===== config.mk =====
export PLATFORM = sky130hd
export DESIGN_NAME = hazard_ctrl
export DESIGN_NICKNAME = d
export VERILOG_FILES = /design/src/rtl/hazard_ctrl.sv
export SDC_FILE = /design/constraint.sdc
export NUM_CORES = 1
export LEC_CHECK = 0
export ABC_AREA = 0
export CAP_MARGIN = 0
export CORE_ASPECT_RATIO = 1.75
export CORE_MARGIN = 5
export CORE_UTILIZATION = 43
export CTS_CLUSTER_SIZE = 30
export DETAILED_ROUTE_END_ITERATION = 16
export PLACE_DENSITY = 0.92
export SLEW_MARGIN = 25
export SYNTH_ARGS = -nofsm -noshare
export SYNTH_HDL_FRONTEND = slang
export SYNTH_SLANG_ARGS = --single-unit

===== constraint.sdc =====
create_clock -name clk -period 3.3 [get_ports clk]
set_input_delay 0.66 -clock clk [delete_from_list [all_inputs] [get_ports clk]]
set_output_delay 0.66 -clock clk [all_outputs]
set_load 0.02 [all_outputs]

===== src/rtl/hazard_ctrl.sv =====
// Pipeline hazard controller: stall/flush arbitration for memory waits, the
// multi-cycle divider, load-use and branch-operand hazards, plus operand forwarding.

module hazard_fwd_lane (
    input  logic       rst,
    input  logic [4:0] srcE,
    input  logic [4:0] srcD,
    input  logic       regWriteM,
    input  logic [4:0] writeRegM,
    input  logic       regWriteW,
    input  logic [4:0] writeRegW,
    output logic [1:0] fwdE,
    output logic       fwdD
);
    logic hitM_E, hitW_E, hitM_D;

    assign hitM_E = regWriteM && (writeRegM != 5'd0) && (writeRegM == srcE);
    assign hitW_E = regWriteW && (writeRegW != 5'd0) && (writeRegW == srcE);
    assign hitM_D = regWriteM && (writeRegM != 5'd0) && (writeRegM == srcD);

    // M stage is the younger producer, so it wins over W
    always_comb begin
        fwdE = 2'b00;
        fwdD = 1'b0;
        if (rst) begin
            if (hitM_E)      fwdE = 2'b10;
            else if (hitW_E) fwdE = 2'b01;
            fwdD = hitM_D;
        end
    end
endmodule

module hazard_ctrl (
    input  logic        clk,
    input  logic        rst,
    input  logic [4:0]  rsD,
    input  logic [4:0]  rtD,
    input  logic [4:0]  rsE,
    input  logic [4:0]  rtE,
    input  logic [4:0]  writeRegE,
    input  logic [4:0]  writeRegM,
    input  logic [4:0]  writeRegW,
    input  logic        regWriteE,
    input  logic        regWriteM,
    input  logic        regWriteW,
    input  logic        memToRegE,
    input  logic        memToRegM,
    input  logic        branchD,
    input  logic        jumpRegD,
    input  logic        pcSrcD,
    input  logic        divStartE,
    input  logic        divDoneE,
    input  logic        memReqM,
    input  logic        memAckM,
    output logic        stallF,
    output logic        stallD,
    output logic        stallE,
    output logic        stallM,
    output logic        flushD,
    output logic        flushE,
    output logic        flushM,
    output logic [1:0]  forwardAE,
    output logic [1:0]  forwardBE,
    output logic        forwardAD,
    output logic        forwardBD,
    output logic        divTimeout,
    output logic [15:0] stallCnt
);
    localparam int NUM_OPS = 2;

    localparam logic [1:0] RUN      = 2'b00;
    localparam logic [1:0] DIV_WAIT = 2'b01;
    localparam logic [1:0] MEM_WAIT = 2'b10;

    logic [1:0] state, stateNxt;
    logic [5:0] wdog;
    logic       wdogExpire;
    logic       memStall, divStall, lwStall, brStall;
    logic       hitE_D, hitM_D;

    logic [NUM_OPS-1:0][4:0] srcE, srcD;
    logic [NUM_OPS-1:0][1:0] fwdE;
    logic [NUM_OPS-1:0]      fwdD;

    assign srcE = {rtE, rsE};
    assign srcD = {rtD, rsD};

    generate
        for (genvar i = 0; i < NUM_OPS; i++) begin : g_fwd
            hazard_fwd_lane u_lane (
                .rst       (rst),
                .srcE      (srcE[i]),
                .srcD      (srcD[i]),
                .regWriteM (regWriteM),
                .writeRegM (writeRegM),
                .regWriteW (regWriteW),
                .writeRegW (writeRegW),
                .fwdE      (fwdE[i]),
                .fwdD      (fwdD[i])
            );
        end
    endgenerate

    assign forwardAE = fwdE[0];
    assign forwardBE = fwdE[1];
    assign forwardAD = fwdD[0];
    assign forwardBD = fwdD[1];

    assign hitE_D  = regWriteE && (writeRegE != 5'd0) && (writeRegE == rsD || writeRegE == rtD);
    assign hitM_D  = memToRegM && (writeRegM != 5'd0) && (writeRegM == rsD || writeRegM == rtD);
    assign lwStall = memToRegE && hitE_D;
    assign brStall = (branchD || jumpRegD) && (hitE_D || hitM_D);

    assign memStall = (state == MEM_WAIT && !memAckM) ||
                      (state == RUN && memReqM && !memAckM);
    assign divStall = (state == DIV_WAIT && !divDoneE) ||
                      (state == RUN && divStartE && !divDoneE);

    assign wdogExpire = (state == DIV_WAIT) && (wdog == 6'd63) && !divDoneE;

    always_comb begin
        stateNxt = state;
        case (state)
            RUN: begin
                if (memReqM && !memAckM)        stateNxt = MEM_WAIT;
                else if (divStartE && !divDoneE) stateNxt = DIV_WAIT;
            end
            DIV_WAIT: if (divDoneE || wdogExpire) stateNxt = RUN;
            MEM_WAIT: if (memAckM)                stateNxt = RUN;
            default:  stateNxt = RUN;
        endcase
    end

    // Priority chain: each level overrides all lower-priority controls
    always_comb begin
        stallF = 1'b0;
        stallD = 1'b0;
        stallE = 1'b0;
        stallM = 1'b0;
        flushD = 1'b0;
        flushE = 1'b0;
        flushM = 1'b0;
        if (!rst) begin
            flushD = 1'b1;
            flushE = 1'b1;
            flushM = 1'b1;
        end else if (memStall) begin
            stallF = 1'b1;
            stallD = 1'b1;
            stallE = 1'b1;
            stallM = 1'b1;
        end else if (divStall) begin
            stallF = 1'b1;
            stallD = 1'b1;
            stallE = 1'b1;
            flushM = 1'b1;
        end else if (lwStall || brStall) begin
            stallF = 1'b1;
            stallD = 1'b1;
            flushE = 1'b1;
        end else begin
            flushD = pcSrcD;
        end
    end

    always_ff @(posedge clk) begin
        if (!rst) begin
            state      <= RUN;
            wdog       <= 6'd0;
            divTimeout <= 1'b0;
            stallCnt   <= 16'd0;
        end else begin
            state <= stateNxt;
            // Held at zero outside DIV_WAIT so each wait starts a fresh count
            if (state == DIV_WAIT) wdog <= wdog + 6'd1;
            else                   wdog <= 6'd0;
            if (wdogExpire) divTimeout <= 1'b1;
            if (stallF && stallCnt != 16'hFFFF) stallCnt <= stallCnt + 16'd1;
        end
    end
endmodule


# Word level (Yosys, flattened, before mapping)
# Cells that the tools add are included.
[op_classes]
reduce_logical = 41
muxes = 31
n_eq_ne = 15
n_addsub = 2
[op_table]
columns = ["operator", "n"]
rows = [
  ["$eq A5 B5 Y1", 8],
  ["$logic_and A1 B1 Y1", 25],
  ["$mux W1", 22],
  ["$add A16 B1 Y16 const B", 1],
  ["$mux W2", 8],
  ["$ne A16 B16 Y1 const B", 1],
  ["$reduce_bool A5 Y1", 3],
  ["$logic_or A1 B1 Y1", 8],
  ["$add A6 B1 Y6 const B", 1],
  ["$eq A6 B6 Y1 const B", 1],
  ["$pmux W2 S3", 1],
  ["$ne A3 B1 Y1 const B", 1],
  ["$reduce_and A3 Y1", 1],
  ["$eq A2 B1 Y1 const B", 1],
  ["$eq A2 B2 Y1 const B", 1],
  ["$logic_not A1 Y1", 2],
  ["$logic_not A2 Y1", 1],
  ["$ne A2 B1 Y1 const B", 1],
  ["$ne A2 B2 Y1 const B", 1],
  ["$reduce_and A2 Y1", 1],
]
[totals]
input_bits = 49
output_inout_bits = 30
wordCells = 93
ff_bits = 25

# Longest topological paths before layout
[logic_depth]
ltp_word = 11
mapped_depth = 10
depth_no_buf = 7

# Hierarchy
# Synthesis repeated with hierarchy kept, for this count alone.
[hier_totals]
hier_cells = 230
hier_area_um2 = 1956.9
[by_module_without_submodules]
columns = ["mod", "n_inst", "seq_area_each_um2", "cells_each", "area_per_inst_um2"]
rows = [
  ["hazard_ctrl", 1, 500.5, 174, 1516.5],
  ["hazard_fwd_lane", 2, 0.0, 28, 220.2],
]

# Worst setup path before layout
# No wires, ideal clock.
[synth_timing]
path_kind = "input to output"
from = "input writeRegM[3]"
to = "output stallF"
arrival_time_ns = 2.322
t_required_ns = 2.640
cell_stages = 10
slack_ns = 0.318
path_buffers = 4
path_cell_list = "buf_2 > xor2_1 > nor3_1 > nand3_1 > nand2_1 > a211oi_2 > buf_2 > buf_4 > nor2_1 > buf_4"
[synth_between]
elab_chain_len = 10
elab_cells_between_ends = 13
classes_between = "2 x eq/ne; 4 x mux; 7 x reduce/logical"
[synth_rtl]
columns = ["element", "line", "rtl"]
rows = [
  ["from (decl)", "41", "input logic [4:0] writeRegM,"],
  ["$eq A5 B5 Y1 or $reduce_bool A5 Y1 (tied branches)", "110", "assign hitM_D = memToRegM && (writeRegM != 5'd0) && (writeRegM == rsD || writeRegM == rtD);"],
  ["$logic_or A1 B1 Y1 or $logic_and A1 B1 Y1 (tied branches)", "110", ""],
  ["$logic_and A1 B1 Y1 *", "110", ""],
  ["$logic_or A1 B1 Y1 *", "112", "assign brStall = (branchD || jumpRegD) && (hitE_D || hitM_D);"],
  ["$logic_and A1 B1 Y1 *", "112", ""],
  ["$logic_or A1 B1 Y1 *", "157", "end else if (lwStall || brStall) begin"],
  ["$mux W1 * (4 in series)", "-", ""],
  ["to (decl)", "55", "output logic stallF,"],
]
# Mark *: on every way between the ends. The rest lies on a longest branch, timed or not.

# Worst setup path after layout
[layout_timing]
from = "input writeRegE[2]"
to = "output stallD"
[layout_between]
elab_chain_len = 10
elab_cells_between_ends = 14
classes_between = "2 x eq/ne; 4 x mux; 8 x reduce/logical"
[layout_rtl]
columns = ["element", "line", "rtl"]
rows = [
  ["from (decl)", "40", "input logic [4:0] writeRegE,"],
  ["$eq A5 B5 Y1 or $reduce_bool A5 Y1 (tied branches)", "109", "assign hitE_D = regWriteE && (writeRegE != 5'd0) && (writeRegE == rsD || writeRegE == rtD);"],
  ["$logic_or A1 B1 Y1 or $logic_and A1 B1 Y1 (tied branches)", "109", ""],
  ["$logic_and A1 B1 Y1 *", "109", ""],
  ["$logic_or A1 B1 Y1", "112", ""],
  ["$logic_and A1 B1 Y1", "112", ""],
  ["$logic_or A1 B1 Y1 *", "157", ""],
  ["$mux W1 *", "157", ""],
  ["$mux W1 *", "152", "end else if (divStall) begin"],
  ["$mux W1 *", "147", "end else if (memStall) begin"],
  ["$mux W1 *", "143", "if (!rst) begin"],
  ["to (decl)", "56", "output logic stallD,"],
]
# Marked as above.

==> impl_metrics.tcl <==
set metrics [dict create \
    outcome "finished, final reports clean" \
    ys_types 38 \
    synthXorXnorAreaFrac_pct 20.6 \
    sequentialPowerShare_pct 43.0 \
    synth_edf_count 0 \
    hold_depth 1 \
    final_core_util_pct 68.4 \
    globalRouteOverflowTotal 0 \
    crit_chain "clkdlybuf4s50_1 -> xor2_1 -> nor3_1 -> nand3_1 -> a21oi_2 -> a211oi_4 -> nor2_1 -> dlygate4sd2_1" \
    drt_wl_total_mm 5.70 \
    clk-insertion-delay-late_ps 270 \
    vias 2073 \
    cp_top_family "buffers and inverters" \
    die_x_um 59.3 \
    fin_ws_ps 67.0 \
    first_pass_iters 4 \
    gp_congestion 0.888 \
    hpwl_mm 4.79 \
    yosysSeqAreaShare_pct 27.4 \
    synthArstFlopShare_pct 0 \
    period_minus_slack_ps 3230 \
    drtAntennaViolNets 0 \
    start_util_pct 44.4 \
    fillers 351 \
    reg2reg_from "stallCnt[3]$_SDFFE_PN0P_" \
    grt_pass1_wl_mm 9.16 \
    vdd_ir_drop_max_mv 0.178 \
    worstMarginPinSlew_ps 646 \
    cp_max_fo 4 \
    p_int_mw 0.508 \
    synthMuxAreaShare_pct 2.74 \
    cp.depth 8 \
    postCtsHoldBufs 0 \
    synth_compound_area_share_pct 14.3 \
    synth-main-ff-cell "dfxtp_1" \
    grt_pass1_vias 2135 \
    synth_top_cell_area_share_pct 27.4 \
    wl_per_cell_um 15.5 \
    path_clk_slew_ps 90 \
    fin_crit_sh_pct 98.0 \
    syn_nets 281 \
    area_growth_syn_to_layout_pct 54.0 \
    port_buffers 78 \
    dieArea_um2 5700 \
    design.portCount 79 \
    synth_seq_cells 25 \
    clock_tree.buffer_depth 2 \
    worstSetupPathType "in -> out" \
    power_leakage_nw 1.10 \
    p_sw_share_pct 29.1 \
    antenna_found_initial 0 \
    htree_levels 1 \
    p_sw_mw 0.209 \
    synthCells 230 \
    powerDensity_nw_per_um2 255 \
    clock-sinks 25 \
    critPathMaxStageDelay_ps 470 \
    pwr-share-clk_pct 25.4 \
    cp.required_ps 2640 \
    synth_warnings 0 \
    maxSlewViolCount 0 \
    gr-usage-all-layers_pct 20.5 \
    cap_violations 0 \
    worstSetupStartpoint "writeRegE[2]" \
    synthAdderAreaFrac_pct 1.37 \
    power_mw 0.717 \
    finalSetupViolCount 0 \
    critPathCaptureType "output pin" \
    nNetsFinal 372 \
    core_region_area_um2 4110 \
    rsz0062_at_grt "true" \
    rr_worst_depth 7 \
    maxSlewHeadroom_pct 56.9 \
    hold_path_end "wdog[0]$_SDFF_PN0_" \
    hold_viol 0 \
    num_rows 31 \
    synth_top_family_by_area "simple AND/OR/NAND/NOR gates" \
    n_antenna_cell 0 \
    reg2reg_slack_ps 1060 \
    cts_setup_buffers 0 \
    syn_area_per_cell_um2 7.94 \
    dpl_worst_slack_ps -291 \
    start_kind "input pin" \
    cp.arrival_ps 2570 \
    yosysTopAreaCell "dfxtp_1" \
    finalNonFillerCells 369 \
    hp-start "wdog[0]$_SDFF_PN0_" \
    critPathSlowestCell "clkdlybuf4s50_1" \
    initialDrtViolationCount 68 \
    netlist_area_um2 1830 \
    synthSimpleGateAreaFrac_pct 27.9 \
    routed_via_density 5.62 \
    cts_root_buf "clkbuf_8" \
    drc_errors 0 \
    grt_max_degree 24 \
    reg2reg_to "stallCnt[7]$_SDFFE_PN0P_" \
    fin_skew_ps 6.77 \
    dpl.cell_count 365 \
    synth_area_leaders "dfxtp_1, xor2_1, xnor2_1, nand3_1, or4_1" \
    drive_gt1_share_pct 10.6 \
    cts_tree "yes" \
    cts_made_buffers 3 \
    max_freq_mhz 309 \
    critPathBufInv 2 \
    comb_power_share_pct 31.6 \
    fin_area_um2 2810 \
    fp.dieH_um 96.2 \
    dpl-instance-area_um2 2760 \
    min_path_type "reg -> reg" \
]
[cells in the mapped netlist, types with 2 or more instances]
master,instances
or3_1,2
inv_1,5
xnor2_1,15
ha_1,2
o31ai_1,7
and2_1,5
nand2_1,17
o21ai_0,8
nor4_1,8
nand2b_1,3
o311ai_0,3
nand3_1,17
or4_1,9
and4_1,2
buf_2,5
nand4_1,5
mux2i_1,5
clkbuf_1,5
o41ai_1,2
and3_1,2
nor3_1,7
dfxtp_1,25
buf_6,2
buf_4,2
a21oi_1,13
xor2_1,28
nor2_1,15
[cell usage in the layout (no fill, tap or decap), types with 2 or more instances in the layout]
master	n
clkdlybuf4s50_1	66
xor2_1	28
dfxtp_1	25
buf_4	23
nand2_1	17
nand3_1	17
nor2_1	15
xnor2_1	15
a21oi_1	12
or4_1	9
nor4_1	8
o21ai_0	8
nor3_1	7
dlygate4sd2_1	7
o31ai_1	6
inv_1	5
and2_1	5
nand4_1	5
mux2i_1	5
o311ai_0	3
nand2b_1	3
clkbuf_8	3
dlymetal6s2s_1	3
and4_1	2
and3_1	2
o41ai_1	2
or3_1	2
ha_1	2
[sequential cells by signal (all words and copies together), names as in the netlist]
name	count
wdog	6
divTimeout	1
stallCnt	16
state	2
[power groups by stage]
stage                     combinational [mW]  sequential, mW  clock (mW)
after CTS                              0.225           0.308       0.184
after global placement                 0.220           0.315           0
after floorplan                        0.100           0.317           0
final                                  0.226           0.309       0.183
after global routing                   0.244           0.309       0.198
after detailed placement               0.226           0.315           0
[per-layer routing]
metal  up-vias  global-route usage, %  share of wire [%]
met3        14                   3.76                6.2
li1       1008                      -                  -
met4         0                   8.32                2.7
met5         -                      0                  0
met2        68                   40.9                 58
met1       983                   19.3                 33
[worst register-to-register path, cell delays in order, from the launching register on]
cell and delay, ps:
dfxtp_1 430, and4_1 240, and2_4 150, and3_4 220
a21o_1 540, inv_1 190, and4_1 250, mux2i_1 110
[metrics by stage]
stage | hold slack, ps | TNS [ps]
2_1_floorplan | 418 | 0
3_3_place_gp | 427 | -1150
3_5_place_dp | 439 | -1550
4_1_cts | 456 | 0
5_1_grt | 482 | -178
6_report | 454 | 0
[layout make-up]
type                    count  area (µm²)  area share, %
multi-input cells         185        1240           44.0
repair buffers            101         947           33.7
flip-flops and latches     25         500           17.8
well taps                  49        61.3           2.18
clock buffers               3        41.3           1.47
inverters                   5        18.8          0.668
clock inverters             1        5.00          0.178
[cells by family (layout without fill, tap and decap cells)]
group / Yosys count / count (layout)
buf+inv: 20 / 110
compound gates: 40 / 40
simple gates: 95 / 95
fa+ha+maj: 2 / 2
xor+xnor: 43 / 43
flops: 25 / 25
mux: 5 / 5
[how the worst max path moves through the flow]
stage | endpoint | slack [ps]
detailed placement | stallD | -290
finish | stallD | 70
floorplan | stallF | 320
CTS | stallE | 20
global route | stallF | -80
global placement | stallF | -260
[timing repair]
item                                    in CTS  in global routing
cloned                                       0                  0
endpoints found under the setup margin       8                  8
resized for setup                           11                  8
Note: power is estimated with default switching activity, not from simulation.
